File: src/rtl/bsg_bus_pack_buffered.sv
// Subword pack/unpack datapath feeding an els_p-deep result FIFO.
// valid/ready on the request side, valid/yumi on the result side.
module bsg_bus_pack_buffered #(
    parameter int unsigned width_p       = 64,
    parameter int unsigned unit_width_p  = 8,
    parameter int unsigned els_p         = 2,
    localparam int unsigned units_lp      = width_p / unit_width_p,
    localparam int unsigned sel_width_lp  = (units_lp > 1) ? $clog2(units_lp) : 1,
    localparam int unsigned size_width_lp = $clog2(sel_width_lp + 1)
) (
    input  logic                     clk_i,
    input  logic                     reset_n_i,
    input  logic                     v_i,
    output logic                     ready_o,
    input  logic [width_p-1:0]       data_i,
    input  logic [sel_width_lp-1:0]  sel_i,
    input  logic [size_width_lp-1:0] size_i,
    input  logic                     mode_i,
    input  logic                     signed_i,
    output logic                     v_o,
    input  logic                     yumi_i,
    output logic [width_p-1:0]       data_o,
    output logic [units_lp-1:0]      mask_o,
    output logic                     misaligned_o
);

    localparam int unsigned entry_w_lp = width_p + units_lp + 1;
    localparam int unsigned ptr_w_lp   = (els_p > 1) ? $clog2(els_p) : 1;
    localparam int unsigned cnt_w_lp   = $clog2(els_p + 1);

    // ---------------- datapath ----------------
    logic [sel_width_lp-1:0] low_mask, aligned, src_idx, unit_idx;
    int unsigned             eff_size;
    logic [width_p-1:0]      rot, pack_data, unpack_data;
    logic [units_lp-1:0]     pack_mask;
    logic                    sub_msb;
    logic [entry_w_lp-1:0]   entry_c;

    always_comb begin
        eff_size = 32'(size_i);
        if (eff_size > sel_width_lp) begin
            eff_size = sel_width_lp;
        end
        low_mask = '0;
        for (int unsigned i = 0; i < sel_width_lp; i++) begin
            low_mask[i] = (i < eff_size);
        end
        aligned     = sel_i & ~low_mask;
        rot         = '0;
        pack_data   = '0;
        unpack_data = '0;
        pack_mask   = '0;
        sub_msb     = 1'b0;
        src_idx     = '0;
        unit_idx    = '0;

        // Unit-granular rotate right by the aligned offset
        for (int unsigned u = 0; u < units_lp; u++) begin
            src_idx = sel_width_lp'(u) + aligned;
            rot[u*unit_width_p +: unit_width_p] = data_i[src_idx*unit_width_p +: unit_width_p];
        end

        // The subword's top unit sits at index 2^s-1 of the rotated bus
        for (int unsigned u = 0; u < units_lp; u++) begin
            unit_idx = sel_width_lp'(u);
            if (unit_idx == low_mask) begin
                sub_msb = rot[u*unit_width_p + unit_width_p - 1];
            end
        end

        for (int unsigned u = 0; u < units_lp; u++) begin
            unit_idx = sel_width_lp'(u);
            pack_data[u*unit_width_p +: unit_width_p] =
                rot[(unit_idx & low_mask)*unit_width_p +: unit_width_p];
            pack_mask[u] = ((unit_idx & ~low_mask) == aligned);
            unpack_data[u*unit_width_p +: unit_width_p] =
                ((unit_idx & ~low_mask) == '0) ? rot[u*unit_width_p +: unit_width_p]
                                               : {unit_width_p{signed_i & sub_msb}};
        end

        entry_c = {(sel_i != aligned),
                   mode_i ? {units_lp{1'b1}} : pack_mask,
                   mode_i ? unpack_data : pack_data};
    end

    // ---------------- result FIFO ----------------
    logic [entry_w_lp-1:0] mem_q [els_p];
    logic [entry_w_lp-1:0] mem_d [els_p];
    logic [ptr_w_lp-1:0]   wr_ptr_q, wr_ptr_d, rd_ptr_q, rd_ptr_d;
    logic [cnt_w_lp-1:0]   count_q, count_d;
    logic                  v_q, v_d, ready_q, ready_d;
    logic [entry_w_lp-1:0] head_q, head_d;
    logic                  enq, deq;

    function automatic logic [ptr_w_lp-1:0] ptr_inc(input logic [ptr_w_lp-1:0] p);
        return (p == ptr_w_lp'(els_p - 1)) ? '0 : p + ptr_w_lp'(1);
    endfunction

    // Head entry is re-registered from the post-update FIFO so outputs come from flops
    always_comb begin
        enq      = v_i & ready_q;
        deq      = yumi_i & v_q;
        mem_d    = mem_q;
        wr_ptr_d = wr_ptr_q;
        rd_ptr_d = rd_ptr_q;
        if (enq) begin
            mem_d[wr_ptr_q] = entry_c;
            wr_ptr_d        = ptr_inc(wr_ptr_q);
        end
        if (deq) begin
            rd_ptr_d = ptr_inc(rd_ptr_q);
        end
        count_d = count_q + cnt_w_lp'(enq) - cnt_w_lp'(deq);
        v_d     = (count_d != '0);
        ready_d = (count_d != cnt_w_lp'(els_p));
        head_d  = v_d ? mem_d[rd_ptr_d] : '0;
    end

    always_ff @(posedge clk_i or negedge reset_n_i) begin
        if (!reset_n_i) begin
            for (int unsigned i = 0; i < els_p; i++) begin
                mem_q[i] <= '0;
            end
            wr_ptr_q <= '0;
            rd_ptr_q <= '0;
            count_q  <= '0;
            v_q      <= 1'b0;
            ready_q  <= 1'b1;
            head_q   <= '0;
        end else begin
            mem_q    <= mem_d;
            wr_ptr_q <= wr_ptr_d;
            rd_ptr_q <= rd_ptr_d;
            count_q  <= count_d;
            v_q      <= v_d;
            ready_q  <= ready_d;
            head_q   <= head_d;
        end
    end

    assign ready_o      = ready_q;
    assign v_o          = v_q;
    assign data_o       = head_q[width_p-1:0];
    assign mask_o       = head_q[width_p +: units_lp];
    assign misaligned_o = head_q[entry_w_lp-1];

    // Simulation-time parameter and protocol checks
    always_ff @(posedge clk_i) begin
        assert ((width_p & (width_p - 1)) == 0) else $error("width_p must be a power of 2");
        assert ((unit_width_p & (unit_width_p - 1)) == 0) else $error("unit_width_p must be a power of 2");
        assert (unit_width_p > 1) else $error("unit_width_p must exceed 1");
        assert (els_p >= 1) else $error("els_p must be at least 1");
        if (reset_n_i) begin
            assert (!(yumi_i && !v_q)) else $error("yumi_i asserted while v_o is low");
        end
    end

endmodule

File: config.mk
export PLATFORM = sky130hd
export DESIGN_NAME = bsg_bus_pack_buffered
export DESIGN_NICKNAME = d
export VERILOG_FILES = /design/src/rtl/bsg_bus_pack_buffered.sv
export SDC_FILE = /design/constraint.sdc
export NUM_CORES = 1
export LEC_CHECK = 0
export BUFFER_PORTS_ARGS = -buffer_cell sky130_fd_sc_hd__buf_4
export CAP_MARGIN = 0
export CORE_UTILIZATION = 55
export DETAILED_ROUTE_END_ITERATION = 6
export GPL_ROUTABILITY_DRIVEN = 0
export HOLD_SLACK_MARGIN = 0.08
export PLACE_DENSITY = 0.76
export SLEW_MARGIN = 20
export SYNTH_ARGS = -nofsm -noshare
export SYNTH_HDL_FRONTEND = slang
export SYNTH_SLANG_ARGS = --single-unit
File: constraint.sdc
create_clock -name clk_i -period 3.4 [get_ports clk_i]
set_input_delay 0.68 -clock clk_i [delete_from_list [all_inputs] [get_ports clk_i]]
set_output_delay 0.68 -clock clk_i [all_outputs]
set_load 0.1 [all_outputs]
# Word level (Yosys, flattened, before mapping)
# Index checks and enable logic that the tools add are counted.
dict set report classes {
  n_reduce_logical 11
  n_bitwise 7
  muxes 28
  eq_ne 16
  n_lt_le_gt_ge 6
  addsub 11
  n_shift 15
}
# operator count
set ops {}
lappend ops {{variable part select 64 x 7 -> 8 bit} 12}
lappend ops {{two-way mux 73 bit} 5}
lappend ops {{bitwise mux 146 bit} 1}
lappend ops {{two-way mux 146 bit} 1}
lappend ops {{variable part select 64 x 6 -> 8 bit} 2}
lappend ops {{demux 73 bit (select 1 bit)} 1}
lappend ops {{two-way mux 64 bit} 1}
lappend ops {{two-way mux 8 bit} 8}
lappend ops {{variable part select 64 x 5 -> 8 bit} 1}
lappend ops {{logical NOT 3 bit} 9}
lappend ops {{adder 3 bit (first input constant)} 4}
lappend ops {{equality test 3 bit} 4}
lappend ops {{equality test 3 bit (first input constant)} 4}
lappend ops {{two-way mux 1 bit} 11}
lappend ops {{adder 2 x 3 -> 3 bit (first input constant)} 2}
lappend ops {{equality test 2 x 3 -> 1 bit} 2}
lappend ops {{equality test 2 x 3 -> 1 bit (first input constant)} 2}
lappend ops {{greater-or-equal comparator 2 bit (second input constant)} 2}
lappend ops {{< comparator 1 x 2 -> 1 bit (first input constant)} 2}
lappend ops {{inverter 1 -> 2 bit} 2}
lappend ops {{adder 1 x 3 -> 3 bit (first input constant)} 1}
lappend ops {{AND 1 bit} 3}
lappend ops {{AND 3 bit} 1}
lappend ops {{equality test 1 x 3 -> 1 bit} 1}
lappend ops {{other kinds (11)} 12}
dict set report totals {
  in_bits 75
  reg_bits 225
  output_inout_bits 75
  wordCells 102
}

# Longest topological paths before layout
dict set report logic_depth {
  depth_word 21
  depth_mapped 16
  mapped_depth_nobuf 12
}

# Worst setup path after synthesis
# OpenSTA, ideal clock, no wires.
dict set report synth_timing {
  path_type {input to register}
  startpoint {input port size_i[0]}
  endpoint {register head_q[20]}
  t_arrival_ns 4.441
  setup_slack_ns -1.172
  setup_time_ns 0.131
  t_required_ns 3.269
  n_path_buf 6
  cell_stages 15
  cell_sequence {or3b_1 > buf_6 > clkinv_2 > buf_6 > buf_2 > clkbuf_1 > ha_1 > clkbuf_1 > xor2_1 > mux4_2 > and4_1 > buf_2 > or4_4 > nor2_1 > o31ai_1}
}
dict set report synth_between {
  elab_chain_len 21
  elab_cells_between_ends 47
  classes_between {7 x add/sub; 3 x order compare; 7 x eq/ne; 9 x shift; 16 x mux; 3 x bitwise; 2 x reduce/logical}
}
# element line
set synth_rtl {}
lappend synth_rtl {{from (decl)} 17} ;# input logic [size_width_lp-1:0] size_i,
lappend synth_rtl {{< comparator 1 x 2 -> 1 bit or < comparator 2 bit (tied branches)} 46} ;# low_mask[i] = (i < eff_size);
lappend synth_rtl {{inverter 3 bit} 48} ;# aligned = sel_i & ~low_mask;
lappend synth_rtl {{AND 3 bit} 48}
lappend synth_rtl {{adder 1 x 3 -> 3 bit or variable part select 64 x 7 -> 8 bit (tied branches)} {59, 60}}
lappend synth_rtl {{variable part select 64 x 7 -> 8 bit or two-way mux 1 bit (tied branches)} {60, 66}}
lappend synth_rtl {{two-way mux 1 bit (7 in a row)} 66} ;# if (unit_idx == low_mask) begin
lappend synth_rtl {{AND 1 bit} 78} ;# : {unit_width_p{signed_i & sub_msb}};
lappend synth_rtl {{two-way mux 8 bit} 77} ;# ((unit_idx & ~low_mask) == '0) ? rot[u*unit_width_p +: unit_width_p]
lappend synth_rtl {{two-way mux 64 bit *} 83} ;# mode_i ? unpack_data : pack_data};
lappend synth_rtl {{bitwise mux 146 bit *} 107} ;# mem_d[wr_ptr_q] = entry_c;
lappend synth_rtl {{two-way mux 146 bit *} 106} ;# if (enq) begin
lappend synth_rtl {{two-way mux 73 bit (not written as such) * (3 in a row)} 116} ;# head_d = v_d ? mem_d[rd_ptr_d] : '0;
lappend synth_rtl {{two-way mux 73 bit *} 116}
lappend synth_rtl {{named net head_d[20]} 92} ;# logic [entry_w_lp-1:0] head_q, head_d;
lappend synth_rtl {{to (signal assigned)} 129} ;# head_q <= '0;
lappend synth_rtl {{to (signal assigned)} 137} ;# head_q <= head_d;
lappend synth_rtl {{to (decl)} 92}
# Mark *: on every way through the listed nets, which the timed path passes. The rest lies on a longest branch. The select of a mux whose other input is x is not followed.
# A chain may end at the register's enable or synchronous reset.

==> metrics.md <==
| Metric | Value |
|---|---|
| Diode count | `0` |
| Worst slew pin tran | `between 0.7 and 0.8 ns` |
| Global route overflow | `0` |
| Final hold violations | `0` |
| Synth Net Count | `approximately 1.4k` |
| CP arrival | `between 3 and 4 ns` |
| Clk buf depth | `3` |
| Post-DP Area | `between 10,000 and 15,000 um^2` |
| Int Pwr | `0.00824 W` |
| Cell Area, Synth | `12,200 um^2` |
| DP HPWL | `~27 mm` |
| Final min period | `between 3 and 4 ns` |
| Post-synthesis sequential area ratio | `46.2%` |
| Worst slack at placement | `-0.245 ns` |
| Number of global-route vias before repair | `about 11k` |
| Worst reg2reg startpoint | `ready_o$_DFF_PN1_` |
| Initial Utilization | `between 50 and 60%` |
| I/O Pins | `150` |
| Post-CTS Resized | `0` |
| R2R Path End | `head_q[47]$_DFF_PN0_` |
| Critical path peak fanout | `6` |
| Vias/cell | `6.35` |
| Area Growth Syn to Fin | `24.7%` |
| CTS buffer count | `24` |
| Synth warnings | `0` |
| Most frequent cells in the layout | `buf_4, dfrtp_1, nor2_1` |
| ANT nets after route | `0` |
| Layout net count | `1,550` |
| Min-Delay Path Class | `input port to async pin` |
| Worst setup margin | `0.230 ns` |
| Root Buffer | `clkbuf_16` |
| Setup crit end kind | `flip-flop` |
| Net Sw Power | `approximately 0.0079 W` |
| Core area | `~22,000 um^2` |
| H-tree Lvls | `1` |
| Row cnt | `54` |
| Clock Sink Count | `about 230` |
| EDFF count, synth | `0` |
| Final WL | `between 30 and 40 mm` |
| Top achievable clock speed | `about 320 MHz` |
| Commonest non-fill, non-tap cell in the layout | `buf_4` |
| Clk_lat worst skew | `0.51 ns` |
| Skew final | `0.00877 ns` |
| Number of DRC markers in iteration 0 | `approximately 1.3k` |
| Initial antenna violation count | `0` |
| Max Slew Vio Count | `0` |
| CTS Hold Bufs | `0` |
| Largest net degree at the start of global routing | `between 90 and 100` |
| Crit path from | `size_i[1]` |
| CP Cell Sequence | `buf_4 -> or3b_2 -> buf_4 -> mux2_2 -> mux4_2 -> and4_1 -> buf_4 -> nor3_1 -> a41oi_1 -> a22o_1` |
| # DRC | `0` |
| RSZ-0062 raised after global routing | `false` |
| Sw Ratio | `49.0%` |
| Post-CTS Setup Inserts | `0` |
| Slowest library cell on the worst path | `or3b_2` |
| Global-route wire length before repair | `57.6 mm` |
| Synth unique cells | `73` |
| Async set-or-reset flop fraction in the synthesized netlist | `100%` |
| Seq pwr share | `between 20% and 30%` |
| Layout cells sized above 1 | `approximately 27%` |
| Chip width | `between 150 and 200 um` |
| Slowest stage delay, CP | `a little under 0.6 ns` |
| Reg2reg path depth | `12` |
| Slew headroom | `between 40% and 50%` |
| Die ar. | `22,800 um^2` |
| DR WL/cell | `approximately 20 um` |
| Setup-failing EPs final | `0` |
| Clock share of power | `approximately 16%` |
| Leak | `6.79 nW` |
| VDD IR max | `a little over 0.6 mV` |
| Port bufs | `roughly 150` |
| CTS tree | `done` |
| Fill cell count | `1,665` |
| Setup crit start kind | `input port` |
| Syn Inst Count | `1,278` |
| PwrDens | `1060 nW/um^2` |
| Cell mode on critical path | `buf_4` |
| Synthesis-stage register bit count | `about 230` |
| Max cap viols | `0` |
| Vias post-DR | `about 11k` |
| Top_reg_cell synth | `dfrtp_1` |
| Post-Syn Area per Cell | `9.54 um^2` |
| CTS clk-pin slew, worst paths | `about 0.060 ns` |
| Outcome | `finished clean` |
| Gate power share | `approximately 56%` |
| Die H | `151 um` |
| Fin crit share | `around 93%` |
| Gr usage total | `approximately a third` |
| Final non-filler cell area | `about 15,000 um^2` |
| Critical Path RT | `~3.8 ns` |
| Setup slack, reg-to-reg | `0.47 ns` |
| TritonRoute pass-1 iters | `6` |
| Crit Path Category | `input port to flip-flop` |
## cell usage after synthesis (13+ instances only)
master / n / area [um^2]
a21oi_1: 56 / 280
a22o_1: 25 / 219
a31oi_1: 23 / 144
and2_1: 20 / 125
clkbuf_1: 78 / 293
dfrtp_1: 224 / 5610
mux2i_1: 51 / 510
mux4_2: 37 / 833
nand2_1: 136 / 510
nand3_1: 18 / 90.1
nor2_1: 196 / 736
nor3_1: 26 / 130
o21ai_0: 118 / 591
o21ai_1: 13 / 65.1
o22a_1: 13 / 114
o22ai_1: 29 / 181
## final cells by class
cell class	count	area [um^2]	area share, %
Sequential cell	225	5630	37.0
Clock buffer	38	734	4.83
Tap cell	280	350	2.30
Timing Repair Buffer	266	2090	13.8
Inverter	15	61.3	0.403
Clock inverter	6	67.6	0.444
Multi-Input combinational cell	938	6270	41.2
## power groups by stage
stage	Sequential (W)	Combinational, W	Clock [W]
after floorplan	0.00723	0.00382	0
after global placement	0.00450	0.00876	0
after detailed placement	0.00454	0.00897	0
after CTS	0.00450	0.00901	0.00262
after global routing	0.00463	0.00968	0.00273
final	0.00450	0.00905	0.00259
## worst max-delay path, delay by kind of cell
family,cells,cell delay (ns)
buf+inv,3,0.51
mux,2,0.78
compound gates,2,0.44
simple gates,3,1.14
## per-layer routing
layer | track usage [%] | up-vias | share of wire, %
met5 | 0 | - | 0
met2 | 48.9 | 701 | 45
li1 | - | 5031 | -
met3 | 4.91 | 84 | 10
met4 | 9.35 | 0 | 2.7
met1 | 49.5 | 5414 | 42
## state kept, by name (all words and copies together) (netlist names)
name / count
count_q: 2
mem_q: 146
v_o: 1
head_q: 73
rd_ptr_q: 1
wr_ptr_q: 1
ready_o: 1
## logic make-up (layout without fill, tap and decap cells)
family | count (synthesis) | after routing | share of synthesized area, %
flops | 225 | 225 | 46.2
fa+ha+maj | 5 | 5 | 0.513
xor+xnor | 5 | 5 | 0.482
mux | 96 | 96 | 11.8
compound gates | 374 | 374 | 20.4
buf+inv | 115 | 325 | 3.94
simple gates | 458 | 458 | 16.7
## worst max path at each step
| stage | to | slack, ns |
|---|---|---|
| finish | head_q[46]$_DFF_PN0_ | 0.23 |
| CTS | head_q[38]$_DFF_PN0_ | 0.28 |
| global placement | head_q[38]$_DFF_PN0_ | -0.16 |
| floorplan | head_q[19]$_DFF_PN0_ | -0.40 |
| detailed placement | head_q[38]$_DFF_PN0_ | -0.24 |
| global route | mem_q[47]$_DFF_PN0_ | 0.15 |
## stage by stage
step / utilization [%] / power (W) / hold WS [ns] / instances / TNS, ns
2_1_floorplan: - / 0.0111 / 0.384 / 1278 / -25.27
3_3_place_gp: 66.2 / 0.0133 / 0.458 / 1724 / -7.06
3_5_place_dp: 66.2 / 0.0135 / 0.470 / 1724 / -13.65
4_1_cts: 69.9 / 0.0161 / 0.224 / 1768 / 0
5_1_grt: 69.9 / 0.0170 / 0.246 / 1768 / 0
6_report: 69.9 / 0.0161 / 0.186 / 1768 / 0
(Power assumes the default switching activity.)
